[src/rtl/wmst_tile_sched_pkg.sv]
// Shared types and constants for the tile write-master scheduler.
package wmst_tile_sched_pkg;

    localparam int BEAT_BYTES = 16;
    localparam int ALIGN_LOG2 = 4;
    localparam int ROW_W_DEF  = 16;

    typedef enum logic [2:0] {
        S_IDLE,
        S_ISSUE,
        S_ACK,
        S_WAIT,
        S_DRAIN,
        S_DONE
    } state_t;

    typedef struct packed {
        logic [31:0]          base;
        logic [31:0]          row_bytes;
        logic [ROW_W_DEF-1:0] rows;
        logic [31:0]          stride;
    } tile_cmd_t;

    function automatic logic misaligned(input logic [31:0] v, input int lg);
        return (v & ((32'd1 << lg) - 32'd1)) != 32'd0;
    endfunction

endpackage

[src/rtl/wmst_tile_sched_if.sv]
// Tile command handshake plus write-master control port.
interface wmst_tile_sched_if #(
    parameter int ROW_W = 16
) ();
    logic             cmd_valid;
    logic             cmd_ready;
    logic [31:0]      cmd_base;
    logic [31:0]      cmd_row_bytes;
    logic [ROW_W-1:0] cmd_rows;
    logic [31:0]      cmd_stride;
    logic             wm_go;
    logic [31:0]      wm_base;
    logic [31:0]      wm_length;
    logic             wm_fixed_location;
    logic             wm_done;

    modport master (
        input  cmd_valid, cmd_base, cmd_row_bytes, cmd_rows, cmd_stride, wm_done,
        output cmd_ready, wm_go, wm_base, wm_length, wm_fixed_location
    );

    modport slave (
        output cmd_valid, cmd_base, cmd_row_bytes, cmd_rows, cmd_stride, wm_done,
        input  cmd_ready, wm_go, wm_base, wm_length, wm_fixed_location
    );
endinterface

[src/rtl/wmst_tile_sched_addr_gen.sv]
// Row counter and row-start address accumulator for one tile.
module wmst_addr_gen
    import wmst_tile_sched_pkg::*;
#(
    parameter int ROW_W = ROW_W_DEF
) (
    input  logic             clk,
    input  logic             rst,
    input  logic             load,
    input  logic             step,
    input  logic [31:0]      base,
    input  logic [ROW_W-1:0] rows,
    input  logic [31:0]      stride,
    output logic [31:0]      addr,
    output logic [ROW_W-1:0] rows_left
);
    logic [31:0] stride_q;

    always_ff @(posedge clk) begin
        if (rst) begin
            addr      <= '0;
            rows_left <= '0;
            stride_q  <= '0;
        end else if (load) begin
            addr      <= base;
            rows_left <= rows;
            stride_q  <= stride;
        end else if (step) begin
            // address wraps modulo 2^32 by design
            addr      <= addr + stride_q;
            rows_left <= rows_left - 1'b1;
        end
    end
endmodule

[src/rtl/wmst_tile_sched.sv]
// Issues one write-master go per tile row and drains between rows.
//   state   | meaning
//   S_IDLE  | waiting for a tile command (cmd_ready=1)
//   S_ISSUE | wm_go high for one cycle with row base/length
//   S_ACK   | write master drops done; wm_done ignored
//   S_WAIT  | waiting for wm_done of the current row
//   S_DRAIN | DRAIN_CYC idle cycles so the last beat retires
//   S_DONE  | tile_done pulse
module wmst_tile_sched
    import wmst_tile_sched_pkg::*;
#(
    parameter int ROW_W      = ROW_W_DEF,
    parameter int DRAIN_CYC  = 2,
    parameter int ALIGN_LOG2 = wmst_tile_sched_pkg::ALIGN_LOG2
) (
    input  logic               clk,
    input  logic               rst,
    wmst_tile_sched_if.master  bus,
    output logic               busy,
    output logic               tile_done,
    output logic               cmd_err,
    output logic [ROW_W-1:0]   rows_left
);
    localparam int DW = (DRAIN_CYC > 1) ? $clog2(DRAIN_CYC) : 1;

    state_t      state, state_nxt;
    tile_cmd_t   cmd_in;
    logic [31:0] row_bytes_q;
    logic [31:0] cur_addr;
    logic [DW-1:0] drain_cnt;
    logic accept, bad, degen, load, step, drain_last;

    always_comb begin
        cmd_in.base      = bus.cmd_base;
        cmd_in.row_bytes = bus.cmd_row_bytes;
        cmd_in.rows      = bus.cmd_rows;
        cmd_in.stride    = bus.cmd_stride;
    end

    assign accept     = bus.cmd_valid && bus.cmd_ready && (state == S_IDLE);
    assign bad        = misaligned(cmd_in.base, ALIGN_LOG2) ||
                        misaligned(cmd_in.row_bytes, ALIGN_LOG2) ||
                        misaligned(cmd_in.stride, ALIGN_LOG2);
    assign degen      = (cmd_in.rows == '0) || (cmd_in.row_bytes == 32'd0);
    assign load       = accept && !bad && !degen;
    assign step       = (state == S_WAIT) && bus.wm_done;
    assign drain_last = (drain_cnt == '0);
    assign bus.wm_fixed_location = 1'b0;

    wmst_addr_gen #(.ROW_W(ROW_W)) u_addr_gen (
        .clk       (clk),
        .rst       (rst),
        .load      (load),
        .step      (step),
        .base      (cmd_in.base),
        .rows      (cmd_in.rows),
        .stride    (cmd_in.stride),
        .addr      (cur_addr),
        .rows_left (rows_left)
    );

    always_ff @(posedge clk) begin
        if (rst) state <= S_IDLE;
        else     state <= state_nxt;
    end

    always_comb begin
        state_nxt = state;
        case (state)
            S_IDLE:  if (load) state_nxt = S_ISSUE;
            S_ISSUE: state_nxt = S_ACK;
            S_ACK:   state_nxt = S_WAIT;
            S_WAIT:  if (bus.wm_done) state_nxt = S_DRAIN;
            S_DRAIN: if (drain_last) state_nxt = (rows_left != '0) ? S_ISSUE : S_DONE;
            S_DONE:  state_nxt = S_IDLE;
            default: state_nxt = S_IDLE;
        endcase
    end

    // Outputs are registered from the next state so they line up with it.
    always_ff @(posedge clk) begin
        if (rst) begin
            bus.cmd_ready <= 1'b0;
            busy          <= 1'b0;
            tile_done     <= 1'b0;
            cmd_err       <= 1'b0;
            bus.wm_go     <= 1'b0;
            bus.wm_base   <= '0;
            bus.wm_length <= '0;
            row_bytes_q   <= '0;
            drain_cnt     <= '0;
        end else begin
            bus.cmd_ready <= (state_nxt == S_IDLE) && !accept;
            busy          <= (state_nxt != S_IDLE);
            tile_done     <= (state_nxt == S_DONE) || (accept && !bad && degen);
            cmd_err       <= accept && bad;
            bus.wm_go     <= (state_nxt == S_ISSUE);
            if (load) begin
                row_bytes_q   <= cmd_in.row_bytes;
                bus.wm_base   <= cmd_in.base;
                bus.wm_length <= cmd_in.row_bytes;
            end else if (state_nxt == S_ISSUE) begin
                bus.wm_base   <= cur_addr;
                bus.wm_length <= row_bytes_q;
            end
            if (state_nxt == S_DRAIN && state != S_DRAIN)
                drain_cnt <= DW'(DRAIN_CYC - 1);
            else if (state == S_DRAIN && !drain_last)
                drain_cnt <= drain_cnt - 1'b1;
        end
    end
endmodule

[src/flat_wrapper.sv]
// flat-port wrapper written by rule: the top's interface ports become plain ports
module wmst_tile_sched_flat import wmst_tile_sched_pkg::*;
#(
    parameter int ROW_W      = ROW_W_DEF,
    parameter int DRAIN_CYC  = 2,
    parameter int ALIGN_LOG2 = wmst_tile_sched_pkg::ALIGN_LOG2
)
  (clk, rst, busy, tile_done, cmd_err, rows_left, bus_cmd_valid, bus_cmd_base, bus_cmd_row_bytes, bus_cmd_rows, bus_cmd_stride, bus_wm_done, bus_cmd_ready, bus_wm_go, bus_wm_base, bus_wm_length, bus_wm_fixed_location);
  wmst_tile_sched_if #(.ROW_W(ROW_W)) bus_i ();
  input  logic clk;
  input  logic rst;
  output logic busy;
  output logic tile_done;
  output logic cmd_err;
  output logic [ROW_W-1:0] rows_left;
  input wire logic [$bits(bus_i.cmd_valid)-1:0] bus_cmd_valid;
  input wire logic [$bits(bus_i.cmd_base)-1:0] bus_cmd_base;
  input wire logic [$bits(bus_i.cmd_row_bytes)-1:0] bus_cmd_row_bytes;
  input wire logic [$bits(bus_i.cmd_rows)-1:0] bus_cmd_rows;
  input wire logic [$bits(bus_i.cmd_stride)-1:0] bus_cmd_stride;
  input wire logic [$bits(bus_i.wm_done)-1:0] bus_wm_done;
  output wire logic [$bits(bus_i.cmd_ready)-1:0] bus_cmd_ready;
  output wire logic [$bits(bus_i.wm_go)-1:0] bus_wm_go;
  output wire logic [$bits(bus_i.wm_base)-1:0] bus_wm_base;
  output wire logic [$bits(bus_i.wm_length)-1:0] bus_wm_length;
  output wire logic [$bits(bus_i.wm_fixed_location)-1:0] bus_wm_fixed_location;
  assign bus_i.cmd_valid = bus_cmd_valid;
  assign bus_i.cmd_base = bus_cmd_base;
  assign bus_i.cmd_row_bytes = bus_cmd_row_bytes;
  assign bus_i.cmd_rows = bus_cmd_rows;
  assign bus_i.cmd_stride = bus_cmd_stride;
  assign bus_i.wm_done = bus_wm_done;
  assign bus_cmd_ready = bus_i.cmd_ready;
  assign bus_wm_go = bus_i.wm_go;
  assign bus_wm_base = bus_i.wm_base;
  assign bus_wm_length = bus_i.wm_length;
  assign bus_wm_fixed_location = bus_i.wm_fixed_location;
  wmst_tile_sched #(.ROW_W(ROW_W), .DRAIN_CYC(DRAIN_CYC), .ALIGN_LOG2(ALIGN_LOG2)) u_core (.clk(clk), .rst(rst), .bus(bus_i), .busy(busy), .tile_done(tile_done), .cmd_err(cmd_err), .rows_left(rows_left));
endmodule
[config.mk]
export PLATFORM = sky130hd
export DESIGN_NAME = wmst_tile_sched_flat
export DESIGN_NICKNAME = d
export VERILOG_FILES = /design/src/rtl/wmst_tile_sched_pkg.sv /design/src/rtl/wmst_tile_sched_if.sv /design/src/rtl/wmst_tile_sched_addr_gen.sv /design/src/rtl/wmst_tile_sched.sv /design/src/flat_wrapper.sv
export SDC_FILE = /design/constraint.sdc
export NUM_CORES = 1
export LEC_CHECK = 0
export CAP_MARGIN = 20
export CORE_ASPECT_RATIO = 1.25
export CORE_MARGIN = 2
export CORE_UTILIZATION = 51
export CTS_BUF_LIST = sky130_fd_sc_hd__clkbuf_16
export CTS_CLUSTER_DIAMETER = 120
export DETAILED_ROUTE_END_ITERATION = 16
export PLACE_DENSITY_LB_ADDON = 0.12
export SYNTH_ARGS = -nofsm -noshare
export SYNTH_HDL_FRONTEND = slang
export SYNTH_SLANG_ARGS = --single-unit
[constraint.sdc]
create_clock -name clk -period 3 [get_ports clk]
set_input_delay 0.6 -clock clk [delete_from_list [all_inputs] [get_ports clk]]
set_output_delay 0.6 -clock clk [all_outputs]
set_load 0.02 [all_outputs]
==> impl_results.md <==
- Status: completed
- Initial Utilization: 0.515
- Crit. End Element: flip-flop
- Worst-path clk slew: 0.08 ns
- Fillers: about 1500
- Leakage: between 4 and 5 nW
- CP startpoint kind: flip-flop
- Syn Area/Cell: about 8.5 µm²
- Power Dens Cells: roughly 410 nW/µm²
- Total grt overflow: 0
- Post-synth ARST share: 0
- CP max FO: 4
- R2R depth: 11
- Area Growth Syn to Fin: 31.4%
- First-pass GRT wire length: just over 40000 µm
- Die span in y: 155 µm
- Die Wd: between 100 and 150 µm
- Cell Count, Final, Fillers Out: 1504
- Initial antenna violation count: 0
- DRC viols: 0
- Core area: 18000 µm²
- # diodes: 0
- Worst Tran Pin Value: between 0.6 and 0.7 ns
- DRT Pass-1 Iters: 5
- Main flop type after synthesis: dfxtp_1
- DP HPWL: roughly 17000 µm
- DR iter-0 viols: 533
- Post-synth EDFFs: 0
- Largest net degree at the start of global routing: approximately 130
- FMAX: around 0.36 GHz
- Unrepaired setup endpoints after global routing: false
- GRT Total Usage: 0.252
- Syn_nets: 1239
- Synthesis-stage register bit count: 185
- Final Cycle Share: 0.936
- Root Driver: clkbuf_16
- Fin util: 0.676
- Peak supply drop: 360 µV
- Max_cap viols: 0
- Clk_lat worst skew: between 0.4 and 0.5 ns
- Worst Skew: 0.0129 ns
- Crit path kind: reg -> reg
- Worst EP arrival: roughly 3.2 ns
- Max-slew violations: 0
- Post-CTS Setup Bufs: 0
- Final setup fails: 0
- Number of port buffers: 200
- Cell Area, Synth: ~9200 µm²
- Dpl cells: about 1500
- CTS tree: built
- CTS H-Tree Depth: 4
- Row count: 55
- Vias in the first global route: 8366
- Yosys Warn Count: 0
- CTS Buf Count: 17
- CTS Buffer Depth: 2
- Synth unique cells: 69
- Via density: 5.71
- Routed wire length: approximately 24000 µm
- Hold depth: 2
- Post-route ant nets: 0
- Die Area: slightly below 20000 µm²
- DR vias: roughly 8600
- Layout net count: 1414
- I/O Pins: ~200
- Sequential area share after synthesis: 0.401
- Final Hold Fails: 0
- Time the worst path needs with I/O delays and setup: roughly 2.8 ns
- Routed WL per cell: 16.2 µm
- Placer Congestion: 0.884
- CTS Sinks: 185
- Synth Instances: 1089
- Slew headroom: 0.575
- Class of the tightest hold or removal check: reg -> reg
- Required time worst endpoint: 3.34 ns
- Layout cells sized above 1: 0.101
==> timing repair <==
action,CTS,global route
setup endpoints to repair,0,2
resized for setup,0,1
hold buffers,0,0
==> flip-flops by register name, summed over array words and instances, names as in the netlist <==
| name | flops |
|---|---|
| u_core.bus.wm_base | 32 |
| u_core.bus.wm_go | 1 |
| u_core.u_addr_gen.addr | 32 |
| u_core.tile_done | 1 |
| u_core.cmd_err | 1 |
| u_core.row_bytes_q | 32 |
| u_core.u_addr_gen.rows_left | 16 |
| u_core.drain_cnt | 1 |
| u_core.state | 3 |
| u_core.bus.cmd_ready | 1 |
| u_core.bus.wm_length | 32 |
| u_core.busy | 1 |
| u_core.u_addr_gen.stride_q | 32 |
==> cells in the mapped netlist, types with 3 or more instances <==
cell      number  area share
dfxtp_1      185        0.40
nand2_1      184       0.075
nor2_1       132       0.054
a21oi_1      101       0.055
clkbuf_1      40       0.016
ha_1          33       0.045
o21ai_0       32       0.017
mux2i_1       30       0.032
a211oi_2      28       0.038
a311oi_2      28       0.045
nand3_1       26       0.014
a21o_1        23       0.019
nor3_1        19       0.010
nor4_1        17       0.012
xnor2_1       16       0.015
a211oi_1      12      0.0097
buf_1         12      0.0049
buf_2         12      0.0065
inv_1         11      0.0045
and2_1        10      0.0068
xor2_1        10      0.0095
a31oi_1        9      0.0061
nand4_1        8      0.0054
and3_1         7      0.0047
buf_6          7      0.0085
nor2b_1        6      0.0041
and4_1         5      0.0047
nand2b_1       5      0.0034
nand3b_1       5      0.0041
o21ai_1        5      0.0027
a22oi_1        4      0.0032
a311oi_1       4      0.0038
o211ai_1       4      0.0032
o22ai_1        4      0.0027
o31ai_1        4      0.0032
or3_1          4      0.0027
mux2_2         3      0.0037
o21bai_1       3      0.0024
o221ai_1       3      0.0028
==> stage by stage <==
| step | setup WS [ns] | hold WS, ns | area [µm²] | setup TNS, ns | power [mW] |
|---|---|---|---|---|---|
| after global routing | 0.0371 | 0.470 | 12100 | 0 | 5.18 |
| after CTS | 0.118 | 0.453 | 12100 | 0 | 5.06 |
| after global placement | -0.00268 | 0.443 | 11600 | -0.00268 | 2.83 |
| after detailed placement | -0.0703 | 0.442 | 11600 | -1.47 | 2.83 |
| final | 0.191 | 0.451 | 12100 | 0 | 5.02 |
| after floorplan | 0.511 | 0.429 | 9250 | 0 | 2.62 |
==> worst max-delay path, cell delays in order (launching register included) <==
cell	delay [ns]
dfxtp_1	0.33
ha_1	0.22
inv_1	0.08
fa_1	0.17
nor2b_1	0.08
o31a_1	0.31
o221ai_2	0.27
nand2_1	0.14
a221o_1	0.40
a211oi_1	0.35
xor2_1	0.14
a211oi_1	0.23
==> per-layer routing <==
metal	vias up	routed length, µm	track usage
met1	4083	10300	0.300
met5	-	0	0
met3	32	1390	0.0643
li1	4235	-	-
met4	0	517	0.0872
met2	239	12100	0.440
==> layout by cell type, fill, tap and decap left out, types with 5 or more instances in the layout <==
cell             instances
a211oi_1                12
mux2i_1                 30
nand2_1                184
and3_1                   7
nor4_1                  17
nand2b_1                 5
clkbuf_16               17
a211oi_2                28
a21oi_1                101
ha_1                    33
xnor2_1                 16
clkdlybuf4s50_1        199
nor2b_1                  6
a21o_1                  23
nor2_1                 132
nand3b_1                 5
nor3_1                  19
and2_1                  10
inv_6                    5
a31oi_1                  9
a311oi_2                28
o21ai_0                 32
dfxtp_1                185
buf_12                  12
and4_1                   5
nand4_1                  8
inv_1                   11
nand3_1                 26
buf_4                   17
o21ai_1                  5
xor2_1                  10
==> cell type report <==
class	count	area, µm²	share of cell area
Multi-Input combinational cell	820	5160	0.425
Timing Repair Buffer	229	2370	0.195
Inverter	11	41.3	0.00340
Clock buffer	17	425	0.0350
Clock inverter	14	155	0.0128
Tap cell	228	285	0.0235
Sequential cell	185	3700	0.305
==> final timing paths <==
check                                             to  slack (ns)                              startpoint
max          u_core.u_addr_gen.addr[28]$_SDFFE_PP0P_        0.19  u_core.u_addr_gen.addr[0]$_SDFFE_PP0P_
min             u_core.bus.wm_length[2]$_SDFFE_PP0P_        0.45    u_core.bus.wm_length[2]$_SDFFE_PP0P_
max reg2reg  u_core.u_addr_gen.addr[28]$_SDFFE_PP0P_        0.19  u_core.u_addr_gen.addr[0]$_SDFFE_PP0P_
min reg2reg     u_core.bus.wm_length[2]$_SDFFE_PP0P_        0.45    u_core.bus.wm_length[2]$_SDFFE_PP0P_
==> where the power goes <==
group / total [mW] / switching, mW / internal [mW]
combinational: 0.302 / 0.128 / 0.174
sequential: 2.47 / 0.00552 / 2.46
clock: 2.25 / 1.07 / 1.18
total: 5.02 / 1.20 / 3.82
==> logic make-up after synthesis <==
group / count (synthesis) / share of synthesized area
adders and majority gates: 34 / 0.0468
other: 1 / 0.000406
DFF: 185 / 0.401
muxes: 33 / 0.0361
and+or+nand+nor: 440 / 0.212
xor gates and xnor gates: 26 / 0.0246
AOI/OAI and AO/OA: 286 / 0.237
buffers and inverters: 84 / 0.0422
No activity file was read; power rests on OpenSTA's default activity.
